## config.mk

```make
export PLATFORM = sky130hd
export DESIGN_NAME = multicycle_control
export DESIGN_NICKNAME = d
export VERILOG_FILES = /design/src/rtl/multicycle_control_pkg.sv /design/src/rtl/multicycle_control_outdec.sv /design/src/rtl/multicycle_control.sv
export SDC_FILE = /design/constraint.sdc
export NUM_CORES = 1
export LEC_CHECK = 0
export BUFFER_PORTS_ARGS = -buffer_cell sky130_fd_sc_hd__buf_2
export CORE_ASPECT_RATIO = 1.1
export CORE_UTILIZATION = 47
export DETAILED_ROUTE_END_ITERATION = 6
export PLACE_DENSITY = 0.79
export SKIP_LAST_GASP = 1
export SLEW_MARGIN = 25
export SYNTH_ARGS = -nofsm -noshare
export SYNTH_HDL_FRONTEND = slang
export SYNTH_HIERARCHICAL = 1
export SYNTH_SLANG_ARGS = --single-unit
```

## constraint.sdc

```tcl
create_clock -name clk -period 2 [get_ports clk]
set_input_delay 0.3 -clock clk [delete_from_list [all_inputs] [get_ports clk]]
set_output_delay 0.3 -clock clk [all_outputs]
set_load 0.01 [all_outputs]
```

## src/rtl/multicycle_control_pkg.sv

```systemverilog
// rtl/multicycle_control_pkg.sv - state codes, opcodes and datapath select encodings for the multicycle controller.
package multicycle_control_pkg;

  typedef enum logic [3:0] {
    S_FETCH  = 4'd0,
    S_DECODE = 4'd1,
    S_MEMADR = 4'd2,
    S_MEMRD  = 4'd3,
    S_MEMWB  = 4'd4,
    S_MEMWR  = 4'd5,
    S_EXEC   = 4'd6,
    S_ALUWB  = 4'd7,
    S_BEQ    = 4'd8,
    S_JUMP   = 4'd9,
    S_ADDIEX = 4'd10,
    S_ADDIWB = 4'd11
  } state_t;

  localparam logic [5:0] OP_RTYPE = 6'h00;
  localparam logic [5:0] OP_LW    = 6'h23;
  localparam logic [5:0] OP_SW    = 6'h2B;
  localparam logic [5:0] OP_BEQ   = 6'h04;
  localparam logic [5:0] OP_J     = 6'h02;
  localparam logic [5:0] OP_ADDI  = 6'h08;

  localparam logic [1:0] SRCB_REG   = 2'b00;
  localparam logic [1:0] SRCB_FOUR  = 2'b01;
  localparam logic [1:0] SRCB_IMM   = 2'b10;
  localparam logic [1:0] SRCB_IMMSH = 2'b11;

  localparam logic [1:0] ALUOP_ADD   = 2'b00;
  localparam logic [1:0] ALUOP_SUB   = 2'b01;
  localparam logic [1:0] ALUOP_FUNCT = 2'b10;

  localparam logic [1:0] PCSRC_ALU    = 2'b00;
  localparam logic [1:0] PCSRC_ALUOUT = 2'b01;
  localparam logic [1:0] PCSRC_JUMP   = 2'b10;

  typedef struct packed {
    logic       pc_write;
    logic       pc_write_cond;
    logic       iord;
    logic       mem_read;
    logic       mem_write;
    logic       ir_write;
    logic       mem_to_reg;
    logic       reg_dst;
    logic       reg_write;
    logic       alu_src_a;
    logic [1:0] alu_src_b;
    logic [1:0] alu_op;
    logic [1:0] pc_source;
  } ctrl_t;

endpackage

```

## src/rtl/multicycle_control_outdec.sv

```systemverilog
// rtl/multicycle_control_outdec.sv - Moore output decode from state; only FETCH looks at MemReady.
module multicycle_control_outdec
  import multicycle_control_pkg::*;
(
  input  state_t state,
  input  logic   MemReady,
  output ctrl_t  ctrl
);

  always_comb begin
    ctrl = '0;
    case (state)
      S_FETCH: begin
        ctrl.mem_read  = 1'b1;
        ctrl.alu_src_b = SRCB_FOUR;
        ctrl.alu_op    = ALUOP_ADD;
        ctrl.pc_source = PCSRC_ALU;
        // IR and PC only update on the cycle the instruction word actually arrives
        ctrl.ir_write  = MemReady;
        ctrl.pc_write  = MemReady;
      end
      S_DECODE: begin
        ctrl.alu_src_b = SRCB_IMMSH;
        ctrl.alu_op    = ALUOP_ADD;
      end
      S_MEMADR, S_ADDIEX: begin
        ctrl.alu_src_a = 1'b1;
        ctrl.alu_src_b = SRCB_IMM;
        ctrl.alu_op    = ALUOP_ADD;
      end
      S_MEMRD: begin
        ctrl.mem_read = 1'b1;
        ctrl.iord     = 1'b1;
      end
      S_MEMWB: begin
        ctrl.reg_write  = 1'b1;
        ctrl.mem_to_reg = 1'b1;
      end
      S_MEMWR: begin
        ctrl.mem_write = 1'b1;
        ctrl.iord      = 1'b1;
      end
      S_EXEC: begin
        ctrl.alu_src_a = 1'b1;
        ctrl.alu_src_b = SRCB_REG;
        ctrl.alu_op    = ALUOP_FUNCT;
      end
      S_ALUWB: begin
        ctrl.reg_dst   = 1'b1;
        ctrl.reg_write = 1'b1;
      end
      S_BEQ: begin
        ctrl.alu_src_a     = 1'b1;
        ctrl.alu_src_b     = SRCB_REG;
        ctrl.alu_op        = ALUOP_SUB;
        ctrl.pc_write_cond = 1'b1;
        ctrl.pc_source     = PCSRC_ALUOUT;
      end
      S_JUMP: begin
        ctrl.pc_write  = 1'b1;
        ctrl.pc_source = PCSRC_JUMP;
      end
      S_ADDIWB: begin
        ctrl.reg_write = 1'b1;
      end
      default: ctrl = '0;
    endcase
  end

endmodule

```

## src/rtl/multicycle_control.sv

```systemverilog
// rtl/multicycle_control.sv - multicycle MIPS-subset control FSM with retire counter.
// Define ADDI_SUPPORT_EN to enable the addi (opcode 0x08) path; otherwise it decodes as illegal.
module multicycle_control
  import multicycle_control_pkg::*;
(
  input  logic        clk,
  input  logic        reset,
  input  logic [5:0]  Opcode,
  input  logic        MemReady,
  output logic        PCWrite,
  output logic        PCWriteCond,
  output logic        IorD,
  output logic        MemRead,
  output logic        MemWrite,
  output logic        IRWrite,
  output logic        MemtoReg,
  output logic        RegDst,
  output logic        RegWrite,
  output logic        ALUSrcA,
  output logic [1:0]  ALUSrcB,
  output logic [1:0]  ALUOp,
  output logic [1:0]  PCSource,
  output logic        Illegal,
  output logic [3:0]  State,
  output logic [31:0] RetireCount
);

  state_t      state;
  state_t      state_next;
  logic        is_store;
  logic        illegal_raw;
  logic        retire_en;
  logic [31:0] retire_cnt;
  ctrl_t       ctrl;

  always_ff @(posedge clk or posedge reset) begin
    if (reset) begin
      state      <= S_FETCH;
      is_store   <= 1'b0;
      retire_cnt <= '0;
    end else begin
      state <= state_next;
      // Opcode is only valid in DECODE, so MEMADR steers on the latched load/store choice
      if (state == S_DECODE)
        is_store <= (Opcode == OP_SW);
      if (retire_en)
        retire_cnt <= retire_cnt + 32'd1;
    end
  end

  always_comb begin
    state_next  = state;
    illegal_raw = 1'b0;
    case (state)
      S_FETCH:  state_next = MemReady ? S_DECODE : S_FETCH;
      S_DECODE: begin
        case (Opcode)
          OP_LW, OP_SW: state_next = S_MEMADR;
          OP_RTYPE:     state_next = S_EXEC;
          OP_BEQ:       state_next = S_BEQ;
          OP_J:         state_next = S_JUMP;
`ifdef ADDI_SUPPORT_EN
          OP_ADDI:      state_next = S_ADDIEX;
`endif
          default: begin
            state_next  = S_FETCH;
            illegal_raw = 1'b1;
          end
        endcase
      end
      S_MEMADR: state_next = is_store ? S_MEMWR : S_MEMRD;
      S_MEMRD:  state_next = MemReady ? S_MEMWB : S_MEMRD;
      S_MEMWB:  state_next = S_FETCH;
      S_MEMWR:  state_next = MemReady ? S_FETCH : S_MEMWR;
      S_EXEC:   state_next = S_ALUWB;
      S_ALUWB:  state_next = S_FETCH;
      S_BEQ:    state_next = S_FETCH;
      S_JUMP:   state_next = S_FETCH;
`ifdef ADDI_SUPPORT_EN
      S_ADDIEX: state_next = S_ADDIWB;
      S_ADDIWB: state_next = S_FETCH;
`endif
      default:  state_next = S_FETCH;
    endcase
  end

  // An instruction retires when any execution state hands back to FETCH; DECODE->FETCH is an illegal abort
  assign retire_en = (state_next == S_FETCH) && (state != S_FETCH) && (state != S_DECODE);

  multicycle_control_outdec u_outdec (
    .state    (state),
    .MemReady (MemReady),
    .ctrl     (ctrl)
  );

  assign PCWrite     = ~reset & ctrl.pc_write;
  assign PCWriteCond = ~reset & ctrl.pc_write_cond;
  assign IorD        = ~reset & ctrl.iord;
  assign MemRead     = ~reset & ctrl.mem_read;
  assign MemWrite    = ~reset & ctrl.mem_write;
  assign IRWrite     = ~reset & ctrl.ir_write;
  assign MemtoReg    = ~reset & ctrl.mem_to_reg;
  assign RegDst      = ~reset & ctrl.reg_dst;
  assign RegWrite    = ~reset & ctrl.reg_write;
  assign ALUSrcA     = ~reset & ctrl.alu_src_a;
  assign ALUSrcB     = {2{~reset}} & ctrl.alu_src_b;
  assign ALUOp       = {2{~reset}} & ctrl.alu_op;
  assign PCSource    = {2{~reset}} & ctrl.pc_source;
  assign Illegal     = ~reset & illegal_raw;
  assign State       = state;
  assign RetireCount = retire_cnt;

endmodule

```

==> run_results.csv <==
group,metric,value,unit
critical_path,path_buf_inv,2,
flow_run,drv_cap,0,
critical_path,r2r_start,"RetireCount[1]",
pwr,p_clk_frac,0.295,
global_routing,grt_antenna_before_repair,0,
detailed_routing,drc,0,
layout,multi_input_area,1260,µm²
cts,numCtsBuffers,5,
floorplan,die_y,74.5,µm
detailed_routing,route.vias.total,2000,
detailed_routing,routed_wl,5.25,mm
floorplan,fp.dieArea,5060,µm²
cts,clock_latency,290,ps
global_routing,grt_usage,0.209,
pwr,vdd_drop_max,487,µV
cts,clockBufferDepth,2,
sta,maxSlewViolCount,0,
yosys,syn_area,2250,µm²
critical_path,cpLargestDelayFamily,"simple AND/OR/NAND/NOR gates",
global_routing,grt-ovfl-total,0,
sta,setup_viol,0,
sta,max_freq,0.504,GHz
sta,min_period_over_period,0.993,
layout,layout_commonest_cell,"buf_2",
sta,whs,54.5,ps
floorplan,ios,62,
layout,drive_above_1_share,0.346,
detailed_routing,ant_nets,0,
detailed_routing,firstDrtPassIters,4,
critical_path,start_kind,"flop",
critical_path,cp.required,1700,ps
layout,seq_area,928,µm²
detailed_routing,drt_iter0_markers,92,
floorplan,start_util,0.486,
placed_design,portBuffers,61,
sta,setup_tns,0,ps
pwr,leakagePower,1.46,nW
yosys,netlist-cell-type-count,43,
placed_design,place_congestion,0.834,
global_routing,grt_max_degree,24,
yosys,yosys_warnings,6,
global_routing,grt_pass1_vias,1761,
sta,hold_viol_final,0,
sta,worstMarginPinSlew,402,ps
layout,num_antenna_cells,0,
pwr,p_switching,0.000513,W
placed_design,dp.final_hpwl,3.58,mm
cts,cts.clk_slew.worst_paths,70,ps
layout,syn2layout_area_growth,28.1,%
critical_path,cp_slowest_cell,"dfrtp_1",
yosys,avgSynthCellArea,9.56,µm²
pwr,p_int,0.00128,W
pwr,p_total,0.00179,W
global_routing,grt_pass1_wl,8.00,mm
sta,slew_headroom,0.729,
sta,finClkSkew,7.28,ps
sta,rsz0062_at_grt,"yes",
detailed_routing,wl_per_cell,14.4,µm
critical_path,cp_max_fo,8,
layout,layout.nets,319,
floorplan,fp.coreArea,4620,µm²
status,status,"finished clean",
critical_path,setup.worst_path.end_class,"primary output",
hold_path,hp-class,"primary input to asynchronous set/reset pin",
pwr,p_sw_frac,0.286,
detailed_routing,viasPerCell,5.48,
critical_path,cpPeakStageDelay,400,ps
cts,cts_max_level,2,
yosys,synthFlopType,"dfrtp_1",
yosys,async_flop_share,1.00,
sta,min_period,1990,ps
floorplan,rows,26,
pwr,seqPwrFrac,0.456,
layout,layout_common_cells,"61 x buf_2, 35 x dfrtp_1, 22 x xor2_1",
yosys,mappedNetlistNets,245,
cts,clkSinkCount,37,
yosys,synthesis.instances,235,
critical_path,crit_chain,"buf_6, or3b_4, a211oi_2, nor2b_1, buf_2",
critical_path,worstPathArrival,1690,ps
cts,cts_tree,"yes",
cts,cts_root_buf,"clkbuf_8",
critical_path,criticalPathCategory,"flop to primary output",
yosys,synth-seq-cells,37,
critical_path,crit_start,"State[3]",
layout,fillers,406,
yosys,seq_area_frac_synth,0.412,
layout,post-route-util,0.623,
pwr,p_comb_frac,0.249,
yosys,synth_edf_count,0,
pwr,p_per_area,622,nW/µm²
floorplan,chipWidth,67.9,µm
-- per-stage QoR --
| stage | setup slack (ps) | cells | cell area, µm² |
|---|---|---|---|
| after floorplan | 28.7 | 235 | 2260 |
| after global placement | 223 | 352 | 2680 |
| after detailed placement | 95.1 | 352 | 2680 |
| after CTS | 2.46 | 360 | 2780 |
| after global routing | -68.2 | 365 | 2880 |
| final | 14.3 | 365 | 2880 |
-- cells in the mapped netlist (all sizes together) (4+ instances only) --
| cell type | instances | area share |
|---|---|---|
| nor2b | 16 | 0.045 |
| nor3 | 12 | 0.027 |
| nand2 | 21 | 0.035 |
| nor4 | 13 | 0.058 |
| nor2 | 11 | 0.018 |
| buf | 11 | 0.032 |
| xnor2 | 12 | 0.047 |
| nand2b | 8 | 0.022 |
| clkbuf | 4 | 0.0067 |
| nand4 | 10 | 0.028 |
| nand3 | 8 | 0.018 |
| inv | 5 | 0.0084 |
| xor2 | 22 | 0.086 |
| a21oi | 7 | 0.016 |
| dfrtp | 37 | 0.41 |
| and4 | 5 | 0.019 |
-- logic make-up (layout without fill, tap and decap cells) --
logic type      Yosys count  after routing  share of synthesized area
buf+inv                  20             94                     0.0474
xor+xnor                 34             34                      0.133
simple gates            123            123                      0.339
fa+ha+maj                 1              1                    0.00557
flops                    37             37                      0.412
compound gates           20             20                     0.0635
-- state kept, by name, summed over array words and instances, names as in the netlist --
register     flops
RetireCount     32
State            4
is_store         1
-- worst paths after layout --
check                                  end  slack, ps  cells after the start
min                               State[3]         50                      2
min in group clk                  State[3]        210                      2
max                                PCWrite         10                      5
max in group asynchronous         State[1]       1400                      3
min reg2reg                RetireCount[31]        490                      1
max reg2reg                RetireCount[21]        110                      5
-- power groups by stage --
stage                     clock [W]  sequential [W]  combinational, W
after CTS                  0.000534        0.000814          0.000397
after detailed placement          0        0.000827          0.000387
after global routing       0.000569        0.000821          0.000490
after floorplan                   0        0.000851          0.000221
after global placement            0        0.000825          0.000378
final                      0.000528        0.000817          0.000446
-- routing by layer --
metal	up-vias	GRT usage	wire (µm)
li1	975	-	-
met1	966	0.285	2430
met2	53	0.332	2490
met3	6	0.0445	275
met4	0	0.0602	51
met5	-	0	0
-- what timing repair did --
item,in CTS,in global routing
buffers inserted,1,4
hold buffers,0,0
endpoints found under the setup margin,2,4
gates resized for setup,2,11
cloned,0,1
pin swaps,1,4
hold endpoints to repair,0,0
-- area by class of cell --
type / instances / area share
Sequential cell: 37 / 0.323
Clock buffer: 7 / 0.0300
Timing Repair Buffer: 82 / 0.180
Tap cell: 56 / 0.0244
Multi-Input combinational cell: 178 / 0.437
Inverter: 5 / 0.00652
No activity file was read; power rests on OpenSTA's default activity.
